`config.mk`:
```
export PLATFORM = sky130hd
export DESIGN_NAME = instr_loader
export DESIGN_NICKNAME = d
export VERILOG_FILES = /design/src/rtl/instr_loader_pkg.sv /design/src/rtl/instr_mem.sv /design/src/rtl/instr_loader.sv
export SDC_FILE = /design/constraint.sdc
export NUM_CORES = 2
export LEC_CHECK = 0
export BUFFER_PORTS_ARGS = -buffer_cell sky130_fd_sc_hd__buf_4
export CAP_MARGIN = 20
export CORE_ASPECT_RATIO = 1.1
export CORE_UTILIZATION = 50
export DETAILED_ROUTE_END_ITERATION = 12
export PLACE_DENSITY_LB_ADDON = 0.2
export SETUP_SLACK_MARGIN = 0.05
export SKIP_LAST_GASP = 1
export SYNTH_ARGS = -nofsm -noshare
export SYNTH_HDL_FRONTEND = slang
export SYNTH_SLANG_ARGS = --single-unit
```
`constraint.sdc`:
```
create_clock -name clk -period 5 [get_ports clk]
set_input_delay 0.75 -clock clk [delete_from_list [all_inputs] [get_ports clk]]
set_output_delay 0.75 -clock clk [all_outputs]
set_load 0.02 [all_outputs]
```
`src/rtl/instr_loader_pkg.sv`:
```
// ----------------------------------------------------------------------------
// instr_loader_pkg
// Shared definitions for the instruction loader:
//   LDR_DEPTH_DEFAULT : default instruction memory depth in 32-bit words
//   LDR_NOP_WORD      : word presented to the core when no instruction is valid
//   ldr_state_e       : loader state encoding (LOAD, RUN, OVF)
//   pack_word()       : merges the held lanes with the incoming byte
// ----------------------------------------------------------------------------
package instr_loader_pkg;

    localparam int unsigned LDR_DEPTH_DEFAULT = 64;
    localparam logic [31:0] LDR_NOP_WORD      = 32'h0000_0013;

    typedef enum logic [1:0] {
        ST_LOAD = 2'd0,
        ST_RUN  = 2'd1,
        ST_OVF  = 2'd2
    } ldr_state_e;

    // Places byte b into lane 'lane' on top of the lanes already held.
    // Lanes above 'lane' come out as zero, which gives the zero padding
    // needed when the program ends part-way through a word.
    function automatic logic [31:0] pack_word(input logic [1:0]  lane,
                                              input logic [23:0] held,
                                              input logic [7:0]  b);
        logic [31:0] w;
        w = 32'h0;
        case (lane)
            2'd0:    w = {24'h0, b};
            2'd1:    w = {16'h0, b, held[7:0]};
            2'd2:    w = {8'h0,  b, held[15:0]};
            default: w = {b, held[23:0]};
        endcase
        return w;
    endfunction

endpackage

```
`src/rtl/instr_mem.sv`:
```
// ----------------------------------------------------------------------------
// instr_mem
// Instruction storage: one synchronous write port, one asynchronous read
// port, no reset (contents are undefined until written).
// Ports:
//   clk    : write clock, rising edge
//   we     : write enable
//   waddr  : write word address
//   wdata  : write data
//   raddr  : read word address
//   rdata  : read data, combinational from raddr
// ----------------------------------------------------------------------------
module instr_mem #(
    parameter int unsigned DEPTH = 64,
    parameter int unsigned AW    = $clog2(DEPTH)
) (
    input  logic          clk,
    input  logic          we,
    input  logic [AW-1:0] waddr,
    input  logic [31:0]   wdata,
    input  logic [AW-1:0] raddr,
    output logic [31:0]   rdata
);

    logic [31:0] mem [DEPTH];

    always_ff @(posedge clk) begin
        if (we) begin
            mem[waddr] <= wdata;
        end
    end

    assign rdata = mem[raddr];

endmodule

```
`src/rtl/instr_loader.sv`:
```
// ----------------------------------------------------------------------------
// instr_loader
// Receives a program as a little-endian byte stream, assembles it into
// 32-bit words in instr_mem, then serves instructions to a single-cycle core
// through a zero-latency read path.
// Ports:
//   clk          : sole clock, rising edge
//   rst          : asynchronous, active-low reset
//   s_valid      : program byte valid
//   s_data       : program byte
//   s_last       : final byte of the program
//   s_ready      : a byte is accepted this cycle (high only in LOAD)
//   reload       : discard the program and restart loading
//   pc_address   : byte address from the core's PC
//   instr        : instruction for the core (NOP_WORD when none is valid)
//   core_run     : registered, high only in RUN
//   word_count   : number of words loaded
//   err_overflow : program exceeded DEPTH words
// ----------------------------------------------------------------------------
module instr_loader
    import instr_loader_pkg::*;
#(
    parameter int unsigned DEPTH    = LDR_DEPTH_DEFAULT,
    parameter logic [31:0] NOP_WORD = LDR_NOP_WORD,
    localparam int unsigned AW      = $clog2(DEPTH)
) (
    input  logic          clk,
    input  logic          rst,
    input  logic          s_valid,
    input  logic [7:0]    s_data,
    input  logic          s_last,
    output logic          s_ready,
    input  logic          reload,
    input  logic [31:0]   pc_address,
    output logic [31:0]   instr,
    output logic          core_run,
    output logic [AW:0]   word_count,
    output logic          err_overflow
);

    localparam logic [AW:0] FULL_COUNT = (AW + 1)'(DEPTH);

    ldr_state_e  state_q, state_d;
    logic [1:0]  lane_q, lane_d;
    logic [23:0] asm_q, asm_d;
    // word_count_q doubles as the write pointer: every written word bumps both.
    logic [AW:0] word_count_q, word_count_d;
    logic        err_q, err_d;
    logic        core_run_q, core_run_d;

    logic        accept;
    logic        full;
    logic        mem_we;
    logic [31:0] mem_wdata;
    logic [31:0] mem_rdata;
    logic [AW-1:0] rd_idx;
    logic        pc_high_set;
    logic        rd_valid;
    logic        unused_pc_bits;

    assign s_ready = (state_q == ST_LOAD);
    assign accept  = s_valid && s_ready;
    assign full    = (word_count_q == FULL_COUNT);

    always_comb begin
        state_d      = state_q;
        lane_d       = lane_q;
        asm_d        = asm_q;
        word_count_d = word_count_q;
        err_d        = err_q;
        core_run_d   = core_run_q;
        mem_we       = 1'b0;
        mem_wdata    = pack_word(lane_q, asm_q, s_data);

        if (reload) begin
            // reload wins over any byte offered in the same cycle.
            state_d      = ST_LOAD;
            lane_d       = 2'd0;
            word_count_d = '0;
            err_d        = 1'b0;
            core_run_d   = 1'b0;
        end else begin
            case (state_q)
                ST_LOAD: begin
                    if (full) begin
                        // Memory filled by a word whose last byte was not
                        // s_last: the program cannot fit, so the following
                        // edge always lands in OVF.
                        state_d    = ST_OVF;
                        err_d      = 1'b1;
                        core_run_d = 1'b0;
                    end else if (accept) begin
                        if (s_last || (lane_q == 2'd3)) begin
                            mem_we       = 1'b1;
                            word_count_d = word_count_q + 1'b1;
                            lane_d       = 2'd0;
                            if (s_last) begin
                                state_d    = ST_RUN;
                                core_run_d = 1'b1;
                            end
                        end else begin
                            asm_d  = mem_wdata[23:0];
                            lane_d = lane_q + 2'd1;
                        end
                    end
                end
                ST_RUN: begin
                    core_run_d = 1'b1;
                end
                ST_OVF: begin
                    core_run_d = 1'b0;
                    err_d      = 1'b1;
                end
                default: begin
                    state_d    = ST_LOAD;
                    lane_d     = 2'd0;
                    core_run_d = 1'b0;
                end
            endcase
        end
    end

    always_ff @(posedge clk or negedge rst) begin
        if (!rst) begin
            state_q      <= ST_LOAD;
            lane_q       <= 2'd0;
            word_count_q <= '0;
            err_q        <= 1'b0;
            core_run_q   <= 1'b0;
        end else begin
            state_q      <= state_d;
            lane_q       <= lane_d;
            word_count_q <= word_count_d;
            err_q        <= err_d;
            core_run_q   <= core_run_d;
        end
    end

    // Assembly lanes are pure data; lane_q alone says which bytes are live.
    always_ff @(posedge clk) begin
        asm_q <= asm_d;
    end

    instr_mem #(
        .DEPTH (DEPTH),
        .AW    (AW)
    ) u_mem (
        .clk   (clk),
        .we    (mem_we),
        .waddr (word_count_q[AW-1:0]),
        .wdata (mem_wdata),
        .raddr (rd_idx),
        .rdata (mem_rdata)
    );

    // Byte offset bits of the PC do not select anything.
    assign unused_pc_bits = ^pc_address[1:0];
    assign rd_idx         = pc_address[AW+1:2];
    assign pc_high_set    = |pc_address[31:AW+2];
    assign rd_valid       = (state_q == ST_RUN) && !pc_high_set &&
                            ({1'b0, rd_idx} < word_count_q);
    assign instr          = rd_valid ? mem_rdata : NOP_WORD;

    assign core_run     = core_run_q;
    assign word_count   = word_count_q;
    assign err_overflow = err_q;

endmodule

```
==> summary.txt <==
Layout
  – Register area: 0.06255 mm^2
  – Multi-input logic area: 0.01775 mm^2
  – Most frequent cells in the layout: edfxtp_1 (2,072), mux4_2 (474), buf_4 (307)
  – Fillers: 11.71k
  – Layout cells sized above 1: 0.2940
  – Final layout net count: 4,135
  – P&R area growth vs syn: 14.39%
  – Most common cell after layout, fill and taps aside: edfxtp_1

Clocking
  – Clock buffer depth: 3
  – H-tree depth: 4
  – Count of cells resized by post-cts repair: 0
  – CTS buffer count: 199
  – CTS tree: built
  – Clk Latency, worst-skew pair: 870 ps
  – Root buffer cell: clkbuf_16
  – Clock-pin slew on the worst setup and hold paths: 60 ps
  – Clock Sinks: 2,085

Global route
  – First-pass GRT wire length: 308,700 um
  – Initial antenna violation count: 3
  – GRT overflow: 0
  – Pin count of the biggest net entering global routing: 69
  – GRT Total Usage: 0.2744
  – Vias in the first global route: 40.36k

Yosys
  – Syn nets: 3,774
  – Post-synth EDFFs: 2,072
  – Mapped Area: 0.08119 mm^2
  – Post-synthesis async set-or-reset flop share: 0.006235
  – Top FF cell, synth: edfxtp_1
  – Synth Register Bits: 2,085
  – Sequential area share after synthesis: 0.7703
  – Count of cell types in the netlist: 71
  – Yosys synthesis warning count: 0
  – Synthesized instance count: 3,716
  – Mapped Avg Cell Area: 21.85 um^2

Timing
  – Final hold vios: 0
  – Setup TNS: 0 ps
  – FMAX: 213.4 MHz
  – Setup repair after global routing missed its margin: false
  – Measured slew at the worst slew-check pin: 1134 ps
  – Fin crit share: 0.9372
  – Fin crit period: 4686 ps
  – Clock Skew: 58.59 ps
  – Final setup fails: 0
  – Worst rel slew slack: 0.2418
  – Slew Limit Fails: 0
  – Final hold slack: 187.6 ps

Setup path
  – Crit path capture type: output port
  – Slowest stage cell on the critical path: a2111oi_0
  – Critical Path Most Common Cell: buf_4
  – Family with the most delay on the worst path: buffers and inverters
  – CP max FO: 47
  – Crit path arrival time: 3940 ps
  – Critical path launch point type: input pin
  – Setup Crit Path Kind: input pin to output port
  – CP bufs+invs: 5
  – Critical Path Max Stage Delay: 770 ps
  – Cells along the critical path: buf_8 -> buf_12 -> buf_4 -> mux4_2 -> nand2_1 -> a32oi_1 -> nand2_1 -> a2111oi_0 -> buf_4 -> buf_4
  – Required time worst endpoint: 4250 ps

Route
  – DRT iter0 DRCs: 5,086
  – Final wirelength: 222,700 um
  – Drt wl/cell: 35.08 um
  – Routed vias: 40.95k
  – Final ANT Viol Nets: 0
  – DRC: 0
  – DR pass1 iterations: 6
  – Via density: 6.449

Status
  – Status: finished clean

Floorplan
  – Core area: 0.1607 mm^2
  – Row cnt: 154
  – Initial Util: 0.5053
  – Die W: 386.2 um
  – I/O pin count: 87
  – Die area: 0.1640 mm^2
  – Die H: 424.6 um

Power and ir drop
  – P_leak: 30.05 nW
  – Worst vdd ir: 0.3966 mV
  – Power per cell area: 392.2 mW/mm^2

Placement
  – DP HPWL: 129,600 um
  – I/O Buffers: 84
  – Placer Congestion: 0.8155

Flow run
  – Max-Cap Viols: 0

Min path
  – Min-delay worst type: input pin to flop
-- what timing repair did --
item | 4_1_cts | 5_1_grt
endpoints found under the hold margin | 13 | 0
setup buffers | 0 | 0
hold buffers | 1 | 0
-- through the flow --
stage                     area, um^2  setup slack (ps)  cells  power (mW)    util
final                          92880             314.1   6349       36.43  0.5780
after global routing           92880             78.41   6348       37.35  0.5780
after CTS                      92650             173.4   6337       36.56  0.5765
after detailed placement       86180             193.3   5970       21.72  0.5363
after global placement         86130             89.98   5968       21.68  0.5360
after floorplan                81190             747.0   3716       20.97       -
-- area by class of cell --
type	count	share of cell area
inverters	18	0.0007948
diodes	1	0.00002694
clock buffers	249	0.05678
repair buffers	363	0.03670
clock inverters	117	0.01280
well taps	2106	0.02837
flip-flops and latches	2085	0.6734
multi-input cells	1410	0.1911
-- cells by family (layout without fill, tap and decap cells) --
family                     Yosys count  after routing  synth area share
AOI/OAI and AO/OA                  285            285           0.02612
and+or+nand+nor                    455            455           0.02543
buffers and inverters              221            747           0.01883
DFF                               2085           2085            0.7703
adders and majority gates           13             13          0.002003
muxes                              652            652            0.1568
other                                0              1                 0
xor gates and xnor gates             5              5         0.0005393
-- report_power, final --
part           internal (mW)  switching [mW]
Combinational          0.699            1.29
Sequential              19.4          0.0115
Clock                   8.55            6.49
Total                   28.6            7.79
-- final timing paths --
kind / startpoint / end / slack [ps] / cells after the start
worst min register to register: err_overflow / err_overflow / 500 / 2
worst max-delay path: pc_address[2] / instr[20] / 310 / 10
max in group asynchronous: rst / word_count[3] / 4560 / 2
worst min-delay path: reload / state_q[1] / 190 / 2
min in group asynchronous: rst / lane_q[0] / 260 / 2
worst max register to register: state_q[0] / u_mem.mem[34][31] / 780 / 9
-- flip-flops by register name (all words and copies together) (netlist names) --
signal / count
u_mem.mem: 2048
asm_q: 24
word_count: 7
lane_q: 2
state_q: 2
core_run: 1
err_overflow: 1
-- metal layers --
layer	routed length (um)	up-vias	track usage
met5	28	-	0
met4	5667	4	0.07559
met3	23000	333	0.07360
met2	107100	2201	0.4330
met1	86900	21990	0.3793
li1	-	16420	-
-- synthesized netlist by cell type (all sizes together), types with 13 or more instances --
cell / n / area share
clkbuf: 57 / 0.0026
inv: 15 / 0.00069
mux2i: 144 / 0.018
a32oi: 14 / 0.0015
edfxtp: 2072 / 0.77
a21oi: 42 / 0.0026
mux2: 19 / 0.0027
buf: 146 / 0.015
ha: 13 / 0.0020
o21ai: 29 / 0.0018
and2: 15 / 0.0012
nor2: 121 / 0.0056
nand3: 48 / 0.0030
nor2b: 19 / 0.0015
a31oi: 24 / 0.0018
nand2b: 15 / 0.0012
mux4: 489 / 0.14
a2111oi: 13 / 0.0018
nor3: 20 / 0.0012
dfrtp: 13 / 0.0040
nand2: 169 / 0.0078
o22ai: 23 / 0.0018
a22o: 16 / 0.0017
a221oi: 26 / 0.0030
a22oi: 31 / 0.0029
No activity file was read; power rests on OpenSTA's default activity.
